**src/rtl/risc_sequencer.sv**
```systemverilog
// risc_sequencer -- control sequencer for the 8-bit accumulator CPU.
// Steps every instruction through a fixed 8-phase fetch/execute cycle and
// decodes opcode/zero into the memory, PC, IR, accumulator and ALU enables.
//
// Ports:
//   clk     in   system clock, all state on rising edge
//   rst     in   asynchronous active-high reset
//   opcode  in   [2:0] IR opcode (HLT SKZ ADD AND XOR LDA STO JMP)
//   zero    in   ALU accumulator-zero flag
//   sel     out  memory address from PC (1) or IR operand (0)
//   rd      out  memory read enable
//   ld_ir   out  instruction register load
//   inc_pc  out  program counter increment
//   ld_pc   out  program counter load (PC gives ld_pc priority over inc_pc)
//   ld_ac   out  accumulator load from alu_out
//   wr      out  memory write strobe
//   data_e  out  accumulator drive onto data bus
//   halt    out  processor halted
//   phase   out  [2:0] current phase number
module risc_sequencer #(
  parameter bit HALT_STICKY = 1'b1
) (
  input  logic       clk,
  input  logic       rst,
  input  logic [2:0] opcode,
  input  logic       zero,
  output logic       sel,
  output logic       rd,
  output logic       ld_ir,
  output logic       inc_pc,
  output logic       ld_pc,
  output logic       ld_ac,
  output logic       wr,
  output logic       data_e,
  output logic       halt,
  output logic [2:0] phase
);

  typedef enum logic [2:0] {
    INST_ADDR  = 3'd0,
    INST_FETCH = 3'd1,
    INST_LOAD  = 3'd2,
    IDLE       = 3'd3,
    OP_ADDR    = 3'd4,
    OP_FETCH   = 3'd5,
    ALU_OP     = 3'd6,
    STORE      = 3'd7
  } phase_t;

  localparam logic [2:0] OPC_HLT = 3'b000;
  localparam logic [2:0] OPC_SKZ = 3'b001;
  localparam logic [2:0] OPC_ADD = 3'b010;
  localparam logic [2:0] OPC_AND = 3'b011;
  localparam logic [2:0] OPC_XOR = 3'b100;
  localparam logic [2:0] OPC_LDA = 3'b101;
  localparam logic [2:0] OPC_STO = 3'b110;
  localparam logic [2:0] OPC_JMP = 3'b111;

  phase_t r_phase;
  phase_t w_phase_nxt;
  logic   r_halted;
  logic   w_halted_nxt;

  logic   w_is_hlt;
  logic   w_is_skz;
  logic   w_is_sto;
  logic   w_is_jmp;
  logic   w_aluop;

  // Opcode decode via case so an X/Z opcode falls into the default arm and
  // is treated as a harmless non-ALU, non-branch instruction.
  always_comb begin
    w_is_hlt = 1'b0;
    w_is_skz = 1'b0;
    w_is_sto = 1'b0;
    w_is_jmp = 1'b0;
    w_aluop  = 1'b0;
    case (opcode)
      OPC_HLT: w_is_hlt = 1'b1;
      OPC_SKZ: w_is_skz = 1'b1;
      OPC_ADD,
      OPC_AND,
      OPC_XOR,
      OPC_LDA: w_aluop  = 1'b1;
      OPC_STO: w_is_sto = 1'b1;
      OPC_JMP: w_is_jmp = 1'b1;
      default: ;
    endcase
  end

  always_ff @(posedge clk or posedge rst) begin
    if (rst) begin
      r_phase  <= INST_ADDR;
      r_halted <= 1'b0;
    end else begin
      r_phase  <= w_phase_nxt;
      r_halted <= w_halted_nxt;
    end
  end

  always_comb begin
    w_phase_nxt  = phase_t'(r_phase + 3'd1);
    w_halted_nxt = r_halted;
    if (HALT_STICKY) begin
      if (r_halted) begin
        w_phase_nxt = r_phase;
      end else if (r_phase == OP_ADDR && w_is_hlt) begin
        // Freeze at OP_ADDR; only rst leaves HALTED.
        w_phase_nxt  = OP_ADDR;
        w_halted_nxt = 1'b1;
      end
    end
  end

  always_comb begin
    sel    = 1'b0;
    rd     = 1'b0;
    ld_ir  = 1'b0;
    inc_pc = 1'b0;
    ld_pc  = 1'b0;
    ld_ac  = 1'b0;
    wr     = 1'b0;
    data_e = 1'b0;
    halt   = 1'b0;
    if (r_halted) begin
      halt = 1'b1;
    end else begin
      case (r_phase)
        INST_ADDR: begin
          sel = 1'b1;
        end
        INST_FETCH: begin
          sel = 1'b1;
          rd  = 1'b1;
        end
        INST_LOAD, IDLE: begin
          sel   = 1'b1;
          rd    = 1'b1;
          ld_ir = 1'b1;
        end
        OP_ADDR: begin
          inc_pc = 1'b1;
          halt   = w_is_hlt;
        end
        OP_FETCH: begin
          rd = w_aluop;
        end
        ALU_OP: begin
          rd     = w_aluop;
          inc_pc = w_is_skz & zero;
          ld_pc  = w_is_jmp;
          data_e = w_is_sto;
        end
        STORE: begin
          rd     = w_aluop;
          ld_ac  = w_aluop;
          ld_pc  = w_is_jmp;
          inc_pc = w_is_jmp;
          wr     = w_is_sto;
          data_e = w_is_sto;
        end
        default: ;
      endcase
    end
  end

  assign phase = r_phase;

endmodule
```
**config.mk**
```make
export PLATFORM = sky130hd
export DESIGN_NAME = risc_sequencer
export DESIGN_NICKNAME = d
export VERILOG_FILES = /design/src/rtl/risc_sequencer.sv
export SDC_FILE = /design/constraint.sdc
export NUM_CORES = 1
export LEC_CHECK = 0
export CORE_AREA = 2 2 39 41
export CTS_CLUSTER_DIAMETER = 50
export DETAILED_ROUTE_END_ITERATION = 10
export DIE_AREA = 0 0 41 43
export HOLD_SLACK_MARGIN = 0.15
export PLACE_DENSITY_LB_ADDON = 0.12
export SYNTH_ARGS = -nofsm -noshare
export SYNTH_HDL_FRONTEND = slang
export SYNTH_SLANG_ARGS = --single-unit
```
**constraint.sdc**
```tcl
create_clock -name clk -period 2 [get_ports clk]
set_clock_uncertainty 0.15 [all_clocks]
set_input_delay 0.4 -clock clk [delete_from_list [all_inputs] [get_ports clk]]
set_output_delay 0.4 -clock clk [all_outputs]
set_load 0.02 [all_outputs]
```
# Yosys cells after proc, flatten, opt, wreduce, memory -nomap -nowiden

Index checks and enable logic that the tools add are counted.

$add $sub $neg: 1
$mul: 0
Div/mod/pow operators: 0
Order comparisons: 0
Eq/ne operators: 14
Shift operators: 0
Mux-type cells: 26
Bitwise gates (word level): 1
Reduce and logical (&&, ||, !) cells: 9

Operators by type and width:

| operator                                                               | count |
|---|---|
| 3-bit equality test (second input constant)                            | 8 |
| 1-bit 2-to-1 mux                                                       | 23 |
| 3-bit by 2-bit equality test with 1-bit output (second input constant) | 4 |
| 4-bit OR reduction                                                     | 2 |
| 3-bit by 1-bit equality test with 1-bit output (second input constant) | 2 |
| 3-bit zero test                                                        | 2 |
| 3-bit OR reduction                                                     | 2 |
| 2-bit OR reduction                                                     | 2 |
| 3-bit by 1-bit adder with 3-bit output (second input constant)         | 1 |
| 3-bit 2-to-1 mux                                                       | 1 |
| 1-bit one-hot mux with 3 select lines                                  | 1 |
| 1-bit one-hot mux with 2 select lines                                  | 1 |
| 1-bit AND                                                              | 1 |
| 1-bit logical AND                                                      | 1 |

Register bits after elaboration: 4
Latch bits: 0
RAM bits: 0
Memory bits (read-only): 0
Input bits: 6
Word-level logic and storage cells: 53
Memories: 0

# Logic depth before layout (Yosys ltp)

Depth after elaboration: 5
Mapped depth: 5
Gate-level depth less buffers: 5

# Worst setup path after synthesis

No wires, ideal clock.

Path kind: reg-to-output
Start point: reg r_phase[1] (netlist: phase[1])
End point: out rd
Data arrival time: 1.598 ns
Data required time: 1.450 ns
Setup slack: -0.148 ns
Stages on the path, launching flop included: 5
Buffers on the path: 0
Cells stage by stage: dfrtp_1 -> ha_1 -> ha_1 -> nor3_1 -> a221oi_1

Longest elaborated chain between the ends: 4
Elaborated cells between the ends (all ways): 10
Those cells by class: 6 x eq/ne; 2 x mux; 2 x reduce/logical

Ends and longest elaborated chain:

| what                                              | RTL line | source |
|---|---|---|
| start: declaration                                | 59       | `phase_t r_phase;` |
| start signal: assignment                          | 96       | `r_phase <= w_phase_nxt;` |
| 3-bit equality test, or another cell as far along | 128      | `case (r_phase)` |
| 3-bit OR reduction (no source line)               | --       |  |
| 1-bit one-hot mux with 2 select lines *           | 128      |  |
| 1-bit 2-to-1 mux *                                | 125      | `if (r_halted) begin` |
| end: declaration                                  | 28       | `output logic rd,` |

Mark *: on every way between the ends. The rest lies on a longest branch, timed or not.

# Final worst setup path

Start point: reg r_phase[0] (netlist: phase[0])
End point: out inc_pc

Longest elaborated chain between the ends: 3
Elaborated cells between the ends (all ways): 5
Those cells by class: 3 x eq/ne; 2 x mux

Ends and longest elaborated chain:

| what                                    | RTL line | source |
|---|---|---|
| 3-bit equality test                     | 128      |  |
| 1-bit one-hot mux with 3 select lines * | 128      |  |
| 1-bit 2-to-1 mux *                      | 125      |  |
| end: declaration                        | 30       | `output logic inc_pc,` |

Marked as above.

==> results.md <==
* Main synth FF type: dfrtp_1
* Clk slew on worst S/H paths at 40 ps
* Die Span Y at 43 um
* Initial core utilization at 0.2667
* Area leader, netlist: dfrtp_1
* Post-synth EDFFs at 0
* Drt drc at 0
* Routed Antenna Nets at 0
* P&R area growth vs syn at 111.9%
* DRT iter0 DRCs at 3
* Yosys synthesis warning count at 0
* ANT cells at 0
* Status: finished, violations left
* Num rows at 14
* CP Launch Type: register
* Finished Cell Area at 782.0 sq um
* Final Hold Viols at 0
* CTS Buf Count at 3
* Initial antenna violation count at 0
* LEAKAGE at 0.3841 nW
* Hold slack final at 193.9 ps
* Vias in the first global route at 408
* Top cell family by delay on the critical path: flip-flops
* Via-to-Cell Ratio at 4.670
* Post-synthesis sequential area ratio at 0.2712
* Violated checks: setup timing
* H-tree depth at 1
* Via Count at 439
* Final Max Tran Viols at 0
* Latest clock arrival within the worst-skew pair at 230 ps
* Relative slew slack at 0.8498
* Layout cells sized above 1 at 0.6282
* CP Capture Type: output pin
* FILL cells at 128
* Synth cell types at 19
* Mean post-synth cell area at 8.389 sq um
* GP Congestion at 0.6892
* Post-synthesis register bit count at 4
* Hold Path Class: in2async
* Syn_nets at 56
* Setup WS post-layout at -145.1 ps
* Global route total overflow at 0
* DP HPWL at 768.8 um
* VDD IR-drop max at 0.6958 mV
* Worst-margin pin slew at 224.6 ps
* CTS tree: yes
* Tmin final at 2145 ps
* Crit-path slowest cell: dfrtp_2
* Die width at 41 um
* Global-route wire length before repair at 1697 um
* Max-cap viol count at 0
* Num Clock Sinks at 4
* Final WL at 1130 um
* Final setup fails at 4
* Commonest cells in the netlist: ha_1 (6), inv_1 (6), dfrtp_1 (4), nor2_1 (4), nor3_1 (4)
* Register area at 102.6 sq um
* Worst Path Required at 1450 ps
* Peak Freq at 0.4662 GHz
* Cell count after synthesis at 44
* Ys async rst share at 1.000
* Die area at 1763 sq um
* Top cell type's share of synthesized area at 0.2712
* Port Buf Inserts at 17
* WS Path Type: reg2out
* Slowest Stage Delay on Critical Path at 420 ps
* I/O pin count at 18
* Pwr/cell area at 1405 nW/um^2
* Root Driver: clkbuf_4
* RSZ-0062 raised after global routing: true
* TritonRoute pass-1 iters at 4
* Worst path arrival time at 1600 ps
* Placement Cell Area at 659.4 sq um
* Critical path buffers and inverters at 2
* Critical Path, Cell by Cell: buf_6 > ha_4 > ha_4 > nand3_2 > a21oi_2 > o211a_1 > buf_6
* Core Footprint at 1384 sq um
* WL/cell at 12.02 um
* Largest net degree at the start of global routing at 8
* Worst-path maximum fanout at 4
* Cell Area, Synth at 369.1 sq um
* Nets at 92
* Clock Tree Buf Depth at 2
* All-layer global routing usage at 0.1424
* Fin crit share at 1.073
* Area occupied by multi-input gates at 356.6 sq um
* Top area cells in the synthesized netlist: dfrtp_1 (27%), ha_1 (20%), inv_1 (6.1%), nor3_1 (5.4%), a21oi_1 (4.1%)
[cell type report]
type / count / share of cell area
sequential: 4 / 0.1312
tap: 16 / 0.02560
inverter: 6 / 0.02880
multi-input combinational: 33 / 0.4560
timing repair buffer: 32 / 0.3296
clock buffer: 3 / 0.02880
[worst register-to-register path: cells and delay by family (launching register included)]
| family | cells | cell delay (ps) |
|---|---|---|
| simple gates | 1 | 190 |
| compound gates | 1 | 110 |
| fa+ha+maj | 1 | 200 |
| flops | 1 | 440 |
| buf+inv | 2 | 230 |
| mux | 1 | 250 |
[registers in the layout, summed over array words and instances (netlist names)]
name      flops
phase         3
r_halted      1
[through the flow]
| stage | std cells | total power [mW] | utilization | TNS [ps] | worst slack (ps) |
|---|---|---|---|---|---|
| 2_1_floorplan | 44 | 0.4953 | - | 0 | 8.789 |
| 3_3_place_gp | 89 | 0.8364 | 0.4765 | -4124 | -664.2 |
| 3_5_place_dp | 89 | 0.8322 | 0.4765 | -4207 | -673.0 |
| 4_1_cts | 92 | 0.9771 | 0.5054 | -432.7 | -166.1 |
| 5_1_grt | 94 | 1.182 | 0.5651 | -718.3 | -216.7 |
| 6_report | 94 | 1.099 | 0.5651 | -389.5 | -145.1 |
[power breakdown]
part / leakage (nW) / total, mW / switching [mW] / internal [mW]
registers: 0.0430 / 0.173 / 0.0481 / 0.125
logic: 0.327 / 0.828 / 0.386 / 0.442
clock network: 0.0138 / 0.0978 / 0.0308 / 0.0669
[placed cells by master, fill, tap and decap left out, types with 2 or more instances in the layout]
cell             netlist  layout
buf_4                  0      18
nor3_2                 0       2
inv_1                  6       4
buf_2                  0       3
ha_2                   0       2
a21oi_2                0       2
nand2_1                3       3
nand3_1                3       2
nor2_1                 4       4
dfrtp_1                4       2
clkbuf_4               0       3
clkbuf_2               0       2
dfrtp_2                0       2
nor3_1                 4       2
ha_4                   0       4
clkdlybuf4s50_1        0       3
buf_6                  0       3
dlymetal6s2s_1         0       2
inv_2                  0       2
[layer usage]
layer	up-vias	share of wire	global-route usage
met5	-	0	0
met4	0	0.024	0.1000
met3	4	0.037	0.03665
met2	11	0.51	0.1844
met1	202	0.43	0.1967
li1	222	-	-
[cells by family (layout without fill, tap and decap cells)]
logic type | after synthesis | in the layout | share of synthesized area
compound gates | 7 | 7 | 0.1356
xor+xnor | 1 | 1 | 0.02373
fa+ha+maj | 6 | 6 | 0.2034
buf+inv | 7 | 41 | 0.07117
flops | 4 | 4 | 0.2712
mux | 1 | 1 | 0.04067
simple gates | 18 | 18 | 0.2542
[what timing repair did]
action / CTS / global route
resized for setup: 54 / 21
pin swaps: 4 / 2
hold buffers: 0 / 0
buffers inserted: 0 / 2
setup endpoints to repair: 9 / 7
[path summary, 6_finish.rpt]
path | end | depth (start not counted) | slack, ps | startpoint
setup / recovery | inc_pc | 7 | -150 | phase[0]$_DFFE_PP0N_
hold / removal | phase[2]$_DFFE_PP0N_ | 2 | 190 | rst
setup reg to reg | phase[0]$_DFFE_PP0N_ | 6 | 310 | phase[1]$_DFFE_PP0N_
hold reg to reg | phase[2]$_DFFE_PP0N_ | 2 | 480 | r_halted$_DFF_PP0_
max in group asynchronous | phase[0]$_DFFE_PP0N_ | 2 | 1350 | rst
min in group clk | phase[2]$_DFFE_PP0N_ | 2 | 480 | r_halted$_DFF_PP0_
Power figures use the tool's default switching activity.
